--- src/rtl/program_loader_if.sv ---
// Byte-stream input and instruction-memory write bus of the program loader.
// The loader connects through the slave modport; the byte source / memory side uses master.
interface program_loader_if #(
    parameter int unsigned ADDR_WIDTH = 32
);
    logic                  byte_valid;
    logic [7:0]            byte_data;
    logic                  byte_last;
    logic                  byte_ready;
    logic                  mem_write_enable;
    logic [ADDR_WIDTH-1:0] mem_address;
    logic [31:0]           mem_write_data;

    modport master (
        output byte_valid, byte_data, byte_last,
        input  byte_ready, mem_write_enable, mem_address, mem_write_data
    );

    modport slave (
        input  byte_valid, byte_data, byte_last,
        output byte_ready, mem_write_enable, mem_address, mem_write_data
    );
endinterface

--- src/rtl/program_loader.sv ---
// Packs a little-endian byte stream into 32-bit instruction words, writes them to
// sequential word addresses from BASE_ADDRESS, and holds the CPU until the program is complete.
module program_loader #(
    parameter int unsigned           ADDR_WIDTH   = 32,
    parameter int unsigned           MAX_WORDS    = 64,
    parameter logic [ADDR_WIDTH-1:0] BASE_ADDRESS = '0,
    localparam int unsigned          COUNT_WIDTH  = $clog2(MAX_WORDS + 1)
) (
    input  logic                   clock,
    input  logic                   reset,
    input  logic                   start,
    program_loader_if.slave        bus,
    output logic                   cpu_hold,
    output logic                   done,
    output logic                   error,
    output logic [COUNT_WIDTH-1:0] word_count
);
    typedef enum logic [2:0] {
        IDLE,
        RECEIVE,
        WRITE,
        DONE,
        ERROR
    } state_t;

    state_t                state;
    state_t                state_next;
    logic [1:0]            lane;
    logic [23:0]           word_buf;
    logic                  last_flag;
    logic [ADDR_WIDTH-1:0] addr_q;
    logic [31:0]           data_q;
    logic                  ready;
    logic                  write_enable;
    logic                  accept;
    logic                  start_load;

    assign accept     = ready && bus.byte_valid;
    assign start_load = start && (state == IDLE || state == DONE || state == ERROR);

    assign bus.byte_ready       = ready;
    assign bus.mem_write_enable = write_enable;
    assign bus.mem_address      = addr_q;
    assign bus.mem_write_data   = data_q;

    always_ff @(posedge clock or negedge reset) begin
        if (!reset) begin
            state <= IDLE;
        end else begin
            state <= state_next;
        end
    end

    always_comb begin
        state_next   = state;
        ready        = 1'b0;
        write_enable = 1'b0;
        cpu_hold     = 1'b1;
        done         = 1'b0;
        error        = 1'b0;
        case (state)
            IDLE: begin
                if (start) state_next = RECEIVE;
            end
            RECEIVE: begin
                ready = 1'b1;
                if (bus.byte_valid) begin
                    if (lane == 2'd3) begin
                        state_next = WRITE;
                    end else if (bus.byte_last) begin
                        state_next = ERROR;
                    end
                end
            end
            WRITE: begin
                write_enable = 1'b1;
                if (last_flag) begin
                    state_next = DONE;
                end else if (word_count == COUNT_WIDTH'(MAX_WORDS - 1)) begin
                    state_next = ERROR;
                end else begin
                    state_next = RECEIVE;
                end
            end
            DONE: begin
                done     = 1'b1;
                cpu_hold = 1'b0;
                if (start) state_next = RECEIVE;
            end
            ERROR: begin
                error = 1'b1;
                if (start) state_next = RECEIVE;
            end
            default: state_next = IDLE;
        endcase
    end

    // The fourth byte bypasses word_buf and goes straight into the registered write word,
    // so address and data are already stable on the first cycle of WRITE.
    always_ff @(posedge clock or negedge reset) begin
        if (!reset) begin
            lane       <= '0;
            word_buf   <= '0;
            last_flag  <= 1'b0;
            word_count <= '0;
            addr_q     <= '0;
            data_q     <= '0;
        end else if (start_load) begin
            lane       <= '0;
            word_buf   <= '0;
            last_flag  <= 1'b0;
            word_count <= '0;
        end else if (accept) begin
            lane <= lane + 2'd1;
            case (lane)
                2'd0: word_buf[7:0]   <= bus.byte_data;
                2'd1: word_buf[15:8]  <= bus.byte_data;
                2'd2: word_buf[23:16] <= bus.byte_data;
                default: begin
                    data_q    <= {bus.byte_data, word_buf};
                    addr_q    <= BASE_ADDRESS + (ADDR_WIDTH'(word_count) << 2);
                    last_flag <= bus.byte_last;
                end
            endcase
        end else if (state == WRITE) begin
            lane <= '0;
            if (word_count != COUNT_WIDTH'(MAX_WORDS)) begin
                word_count <= word_count + 1'b1;
            end
        end
    end
endmodule

--- src/flat_wrapper.sv ---
// flat-port wrapper written by rule: the top's interface ports become plain ports
module program_loader_flat 
#(
    parameter int unsigned           ADDR_WIDTH   = 32,
    parameter int unsigned           MAX_WORDS    = 64,
    parameter logic [ADDR_WIDTH-1:0] BASE_ADDRESS = '0,
    localparam int unsigned          COUNT_WIDTH  = $clog2(MAX_WORDS + 1)
)
  (clock, reset, start, cpu_hold, done, error, word_count, bus_byte_valid, bus_byte_data, bus_byte_last, bus_byte_ready, bus_mem_write_enable, bus_mem_address, bus_mem_write_data);
  program_loader_if #(.ADDR_WIDTH(ADDR_WIDTH)) bus_i ();
  input  logic clock;
  input  logic reset;
  input  logic start;
  output logic cpu_hold;
  output logic done;
  output logic error;
  output logic [COUNT_WIDTH-1:0] word_count;
  input wire logic [$bits(bus_i.byte_valid)-1:0] bus_byte_valid;
  input wire logic [$bits(bus_i.byte_data)-1:0] bus_byte_data;
  input wire logic [$bits(bus_i.byte_last)-1:0] bus_byte_last;
  output wire logic [$bits(bus_i.byte_ready)-1:0] bus_byte_ready;
  output wire logic [$bits(bus_i.mem_write_enable)-1:0] bus_mem_write_enable;
  output wire logic [$bits(bus_i.mem_address)-1:0] bus_mem_address;
  output wire logic [$bits(bus_i.mem_write_data)-1:0] bus_mem_write_data;
  assign bus_i.byte_valid = bus_byte_valid;
  assign bus_i.byte_data = bus_byte_data;
  assign bus_i.byte_last = bus_byte_last;
  assign bus_byte_ready = bus_i.byte_ready;
  assign bus_mem_write_enable = bus_i.mem_write_enable;
  assign bus_mem_address = bus_i.mem_address;
  assign bus_mem_write_data = bus_i.mem_write_data;
  program_loader #(.ADDR_WIDTH(ADDR_WIDTH), .MAX_WORDS(MAX_WORDS), .BASE_ADDRESS(BASE_ADDRESS)) u_core (.clock(clock), .reset(reset), .start(start), .bus(bus_i), .cpu_hold(cpu_hold), .done(done), .error(error), .word_count(word_count));
endmodule
--- config.mk ---
export PLATFORM = sky130hd
export DESIGN_NAME = program_loader_flat
export DESIGN_NICKNAME = d
export VERILOG_FILES = /design/src/rtl/program_loader_if.sv /design/src/rtl/program_loader.sv /design/src/flat_wrapper.sv
export SDC_FILE = /design/constraint.sdc
export NUM_CORES = 1
export LEC_CHECK = 0
export CAP_MARGIN = 0
export CORE_MARGIN = 5
export CORE_UTILIZATION = 53
export CTS_CLUSTER_DIAMETER = 120
export DETAILED_ROUTE_END_ITERATION = 6
export GPL_TIMING_DRIVEN = 0
export MAX_ROUTING_LAYER = met4
export PLACE_DENSITY_LB_ADDON = 0.25
export SYNTH_ARGS = -nofsm -noshare
export SYNTH_HDL_FRONTEND = slang
export SYNTH_SLANG_ARGS = --single-unit
--- constraint.sdc ---
create_clock -name clock -period 4.79 [get_ports clock]
set_clock_uncertainty 0.1 [all_clocks]
set_input_delay 0.7185 -clock clock [delete_from_list [all_inputs] [get_ports clock]]
set_output_delay 0.7185 -clock clock [all_outputs]
set_load 0.01 [all_outputs]
==> results_tabular.tex <==
\begin{tabular}{lr}
\hline
Metric & Value \\
\hline
\multicolumn{2}{l}{\textbf{Cells and area}} \\
Antenna Cells & 0 \\
Commonest non-fill, non-tap cell in the layout & dfrtp\_1 \\
Area occupied by multi-input gates & around 1400 um2 \\
Layout net count & 440 \\
Count of fill cells added during filler insertion & roughly 500 \\
Sequential cell area & roughly 1900 um2 \\
Layout cell share with drive strength beyond 1 & 21.0\% \\
Commonest cells after routing, fill and taps aside & 76 x dfrtp\_1, 62 x clkdlybuf4s50\_1, 36 x mux2\_2 \\
Area grow syn2layout & 29.6\% \\
\multicolumn{2}{l}{\textbf{Place}} \\
Count of input and output buffers & 63 \\
DP Worst Slack & 2.28 ns \\
Routability congestion estimate & 0.878 \\
Detail Placement HPWL & 5750 um \\
\multicolumn{2}{l}{\textbf{Critical path}} \\
Data arrival time at the worst-slack endpoint & between 2 and 2.5 ns \\
CP max FO & 10 \\
Type of origin of the critical path & flop \\
CP Data Required Time & 3.97 ns \\
Ordered list of cells on the worst path & clkbuf\_1, nand2b\_1, nor2\_1, clkdlybuf4s50\_1 \\
Worst Setup Path Type & reg2out \\
Slowest Stage Delay on Critical Path & $\sim$0.60 ns \\
Master of the slowest instance on the critical path & clkdlybuf4s50\_1 \\
Critical Path Sink Type & output pin \\
\multicolumn{2}{l}{\textbf{Synth}} \\
Number of standard cells after synthesis & 321 \\
Dominant cells by area after synthesis & dfrtp\_1 53\%, mux2\_2 11\%, buf\_4 6.3\%, o21ai\_0 4.8\%, a21oi\_1 4.2\% \\
Yosys Warn Count & 0 \\
Cell area after technology mapping & 3580 um2 \\
Share of Yosys cell area claimed by the top area cell type & 53.1\% \\
Share of synthesized area occupied by flip-flops and latches & between 50 and 60\% \\
Post-synthesis sequential element count & 76 \\
Count of unique library cells instantiated by Yosys & just over 40 \\
Yosys top cell by area & dfrtp\_1 \\
Mean area per synthesized cell & 11.2 um2 \\
\multicolumn{2}{l}{\textbf{Route}} \\
Number of nets with antenna violations after detailed routing & 0 \\
Drt total wl & 7890 um \\
Number of design rule violations left after detail routing & 0 \\
Avg Vias per Cell & 5.40 \\
Count of TritonRoute iterations in the first routing pass & 5 \\
Number of violations reported at the end of detailed-routing iteration 0 & 166 \\
Vias & 2,724 \\
Average detailed-routed wire length per instance & 15.7 um \\
\multicolumn{2}{l}{\textbf{Clock tree}} \\
Reg clk slew, reported paths & roughly 0.070 ns \\
Insertion delay of the later-clocked pin in the worst-skew pair & between 0.3 and 0.4 ns \\
Level count of the clock H-tree & 3 \\
Cell at the root of the clock tree & clkbuf\_8 \\
Number of buffers created by CTS & 9 \\
Buffers inserted by post-CTS timing repair & 0 \\
Maximum number of buffers from clock root to sink & 2 \\
Clock Sink Count & 76 \\
CTS resizes & 0 \\
Post-CTS Hold Fix Bufs & 0 \\
CTS tree & done \\
\multicolumn{2}{l}{\textbf{GRT}} \\
Pin count of the biggest net entering global routing & 63 \\
GRT Residual Overflow & 0 \\
Number of antenna violations at the first check in global routing & 0 \\
Total global routing track utilization & 19.9\% \\
Vias in the first global route & about 2,600 \\
Wire length of the first global-routing pass & roughly 13,000 um \\
\multicolumn{2}{l}{\textbf{Run}} \\
Count of maximum capacitance violations & 0 \\
\multicolumn{2}{l}{\textbf{STA}} \\
Final critical-path required period & 2.91 ns \\
Setup violators final & 0 \\
Hold violation count in the final report & 0 \\
Final Slew Violations & 0 \\
Tcrit/Tclk final & about three fifths \\
Setup TNS & 0 ns \\
Maximum frequency from static timing analysis & approximately 340 MHz \\
Worst Hold Margin & 0.129 ns \\
Final worst-path setup slack & 1.88 ns \\
Unrepaired setup endpoints after global routing & false \\
\multicolumn{2}{l}{\textbf{Outcome}} \\
Status & finished clean \\
\multicolumn{2}{l}{\textbf{Floorplan}} \\
Die X & 92.2 um \\
Count of standard-cell rows & 30 \\
Chip Height & 92.2 um \\
Initial cell density of the core & 53.6\% \\
Total Die Area & about 8500 um2 \\
Count of boundary I/O pins & 89 \\
Core Footprint & 6680 um2 \\
\multicolumn{2}{l}{\textbf{Pwr}} \\
Power per cell area & between 400 and 500 nW/um2 \\
Largest voltage drop on the vdd net & roughly 260 uV \\
Leakage dissipation & 2.18 nW \\
\multicolumn{2}{l}{\textbf{Worst hold path}} \\
Class of the tightest hold or removal check & in2async \\
\hline
\end{tabular}
==> path summary, 6_finish.rpt <==
check | start | endpoint | slack, ns | cells after the start
setup reg to reg | u_core.state[0]$_DFFE_PN0P_ | u_core.word_buf[9]$_DFFE_PN0P_ | 2.91 | 6
min in group clock | u_core.word_buf[3]$_DFFE_PN0P_ | u_core.bus.mem_write_data[3]$_DFFE_PN0P_ | 0.40 | 1
hold / removal | reset | u_core.bus.mem_write_data[16]$_DFFE_PN0P_ | 0.13 | 1
setup / recovery | u_core.state[2]$_DFFE_PN0P_ | bus_mem_write_enable | 1.88 | 4
max in group asynchronous | reset | u_core.lane[1]$_DFFE_PN0P_ | 3.91 | 2
hold reg to reg | u_core.word_buf[3]$_DFFE_PN0P_ | u_core.bus.mem_write_data[3]$_DFFE_PN0P_ | 0.40 | 1
==> stage by stage <==
| step | total power, mW | area [um2] | util [%] | cells |
|---|---|---|---|---|
| after floorplan | 1.36 | 3670 | - | 345 |
| after global placement | 1.66 | 4400 | 65.9 | 488 |
| after detailed placement | 1.70 | 4430 | 66.3 | 489 |
| after CTS | 2.23 | 4640 | 69.5 | 504 |
| after global routing | 2.34 | 4640 | 69.5 | 504 |
| final | 2.22 | 4640 | 69.5 | 504 |
==> synthesized netlist by cell type (all sizes together) <==
cell      n
or4b      1
o21ba     1
conb      1
nor2b     1
a311o     2
nand2b    3
nor4b     1
o211ai    1
dfrtp    76
nand3    28
buf      37
nand4b    2
or3b      1
mux2     36
and4b     1
nor3b     3
a221o     1
nand2    11
and4bb    1
clkbuf    8
inv      12
o21bai    1
nor2      3
a22o      1
mux2i     2
o41ai     1
and2      1
a21oi    30
or4       3
ha        7
a41oi     1
o21ai    35
a22oi     1
o31ai     4
nand4bb   2
or3       1
==> kinds of logic (layout without fill, tap and decap cells) <==
family          Yosys count  in the layout  share of synthesized area, %
mux                      38             38                          11.9
simple gates             63             63                          10.6
other cells               1             25                         0.105
fa+ha+maj                 7              7                          2.45
compound gates           79             79                          12.4
flops                    76             76                          53.1
buf+inv                  57            136                          9.43
==> sequential cells by signal (all words and copies together), names as in the netlist <==
signal / cells
u_core.bus.mem_write_data: 32
u_core.last_flag: 1
u_core.bus.mem_address: 7
u_core.lane: 2
u_core.state: 3
u_core.word_buf: 24
u_core.word_count: 7
==> cell type report <==
type | count | share of cell area, %
tap | 80 | 2.16
buffer | 45 | 6.31
inverter | 12 | 0.970
sequential | 76 | 41.0
clock inverter | 4 | 1.59
timing repair buffer | 64 | 14.1
multi-input combinational | 212 | 30.8
clock buffer | 11 | 3.05
==> power breakdown <==
part           switching [mW]  internal [mW]  leakage [nW]  total, mW
sequential             0.0928          0.813          1.04      0.906
combinational           0.390          0.388          1.03      0.777
clock                   0.227          0.305         0.109      0.532
==> metal layers <==
| metal | vias to the layer above | global-route usage, % | share of wire (%) |
|---|---|---|---|
| met4 | 0 | 6.93 | 1.9 |
| li1 | 1289 | - | - |
| met1 | 1318 | 25.5 | 43 |
| met3 | 12 | 4.27 | 5.6 |
| met2 | 105 | 31.6 | 49 |
| met5 | - | - | 0 |
==> worst max-delay path, delay by kind of cell, from the launching register on <==
family / cells / cell delay [ns]
buffers and inverters: 2 / 0.81
and+or+nand+nor: 2 / 0.54
DFF: 1 / 0.40
No activity file was read; power rests on OpenSTA's default activity.
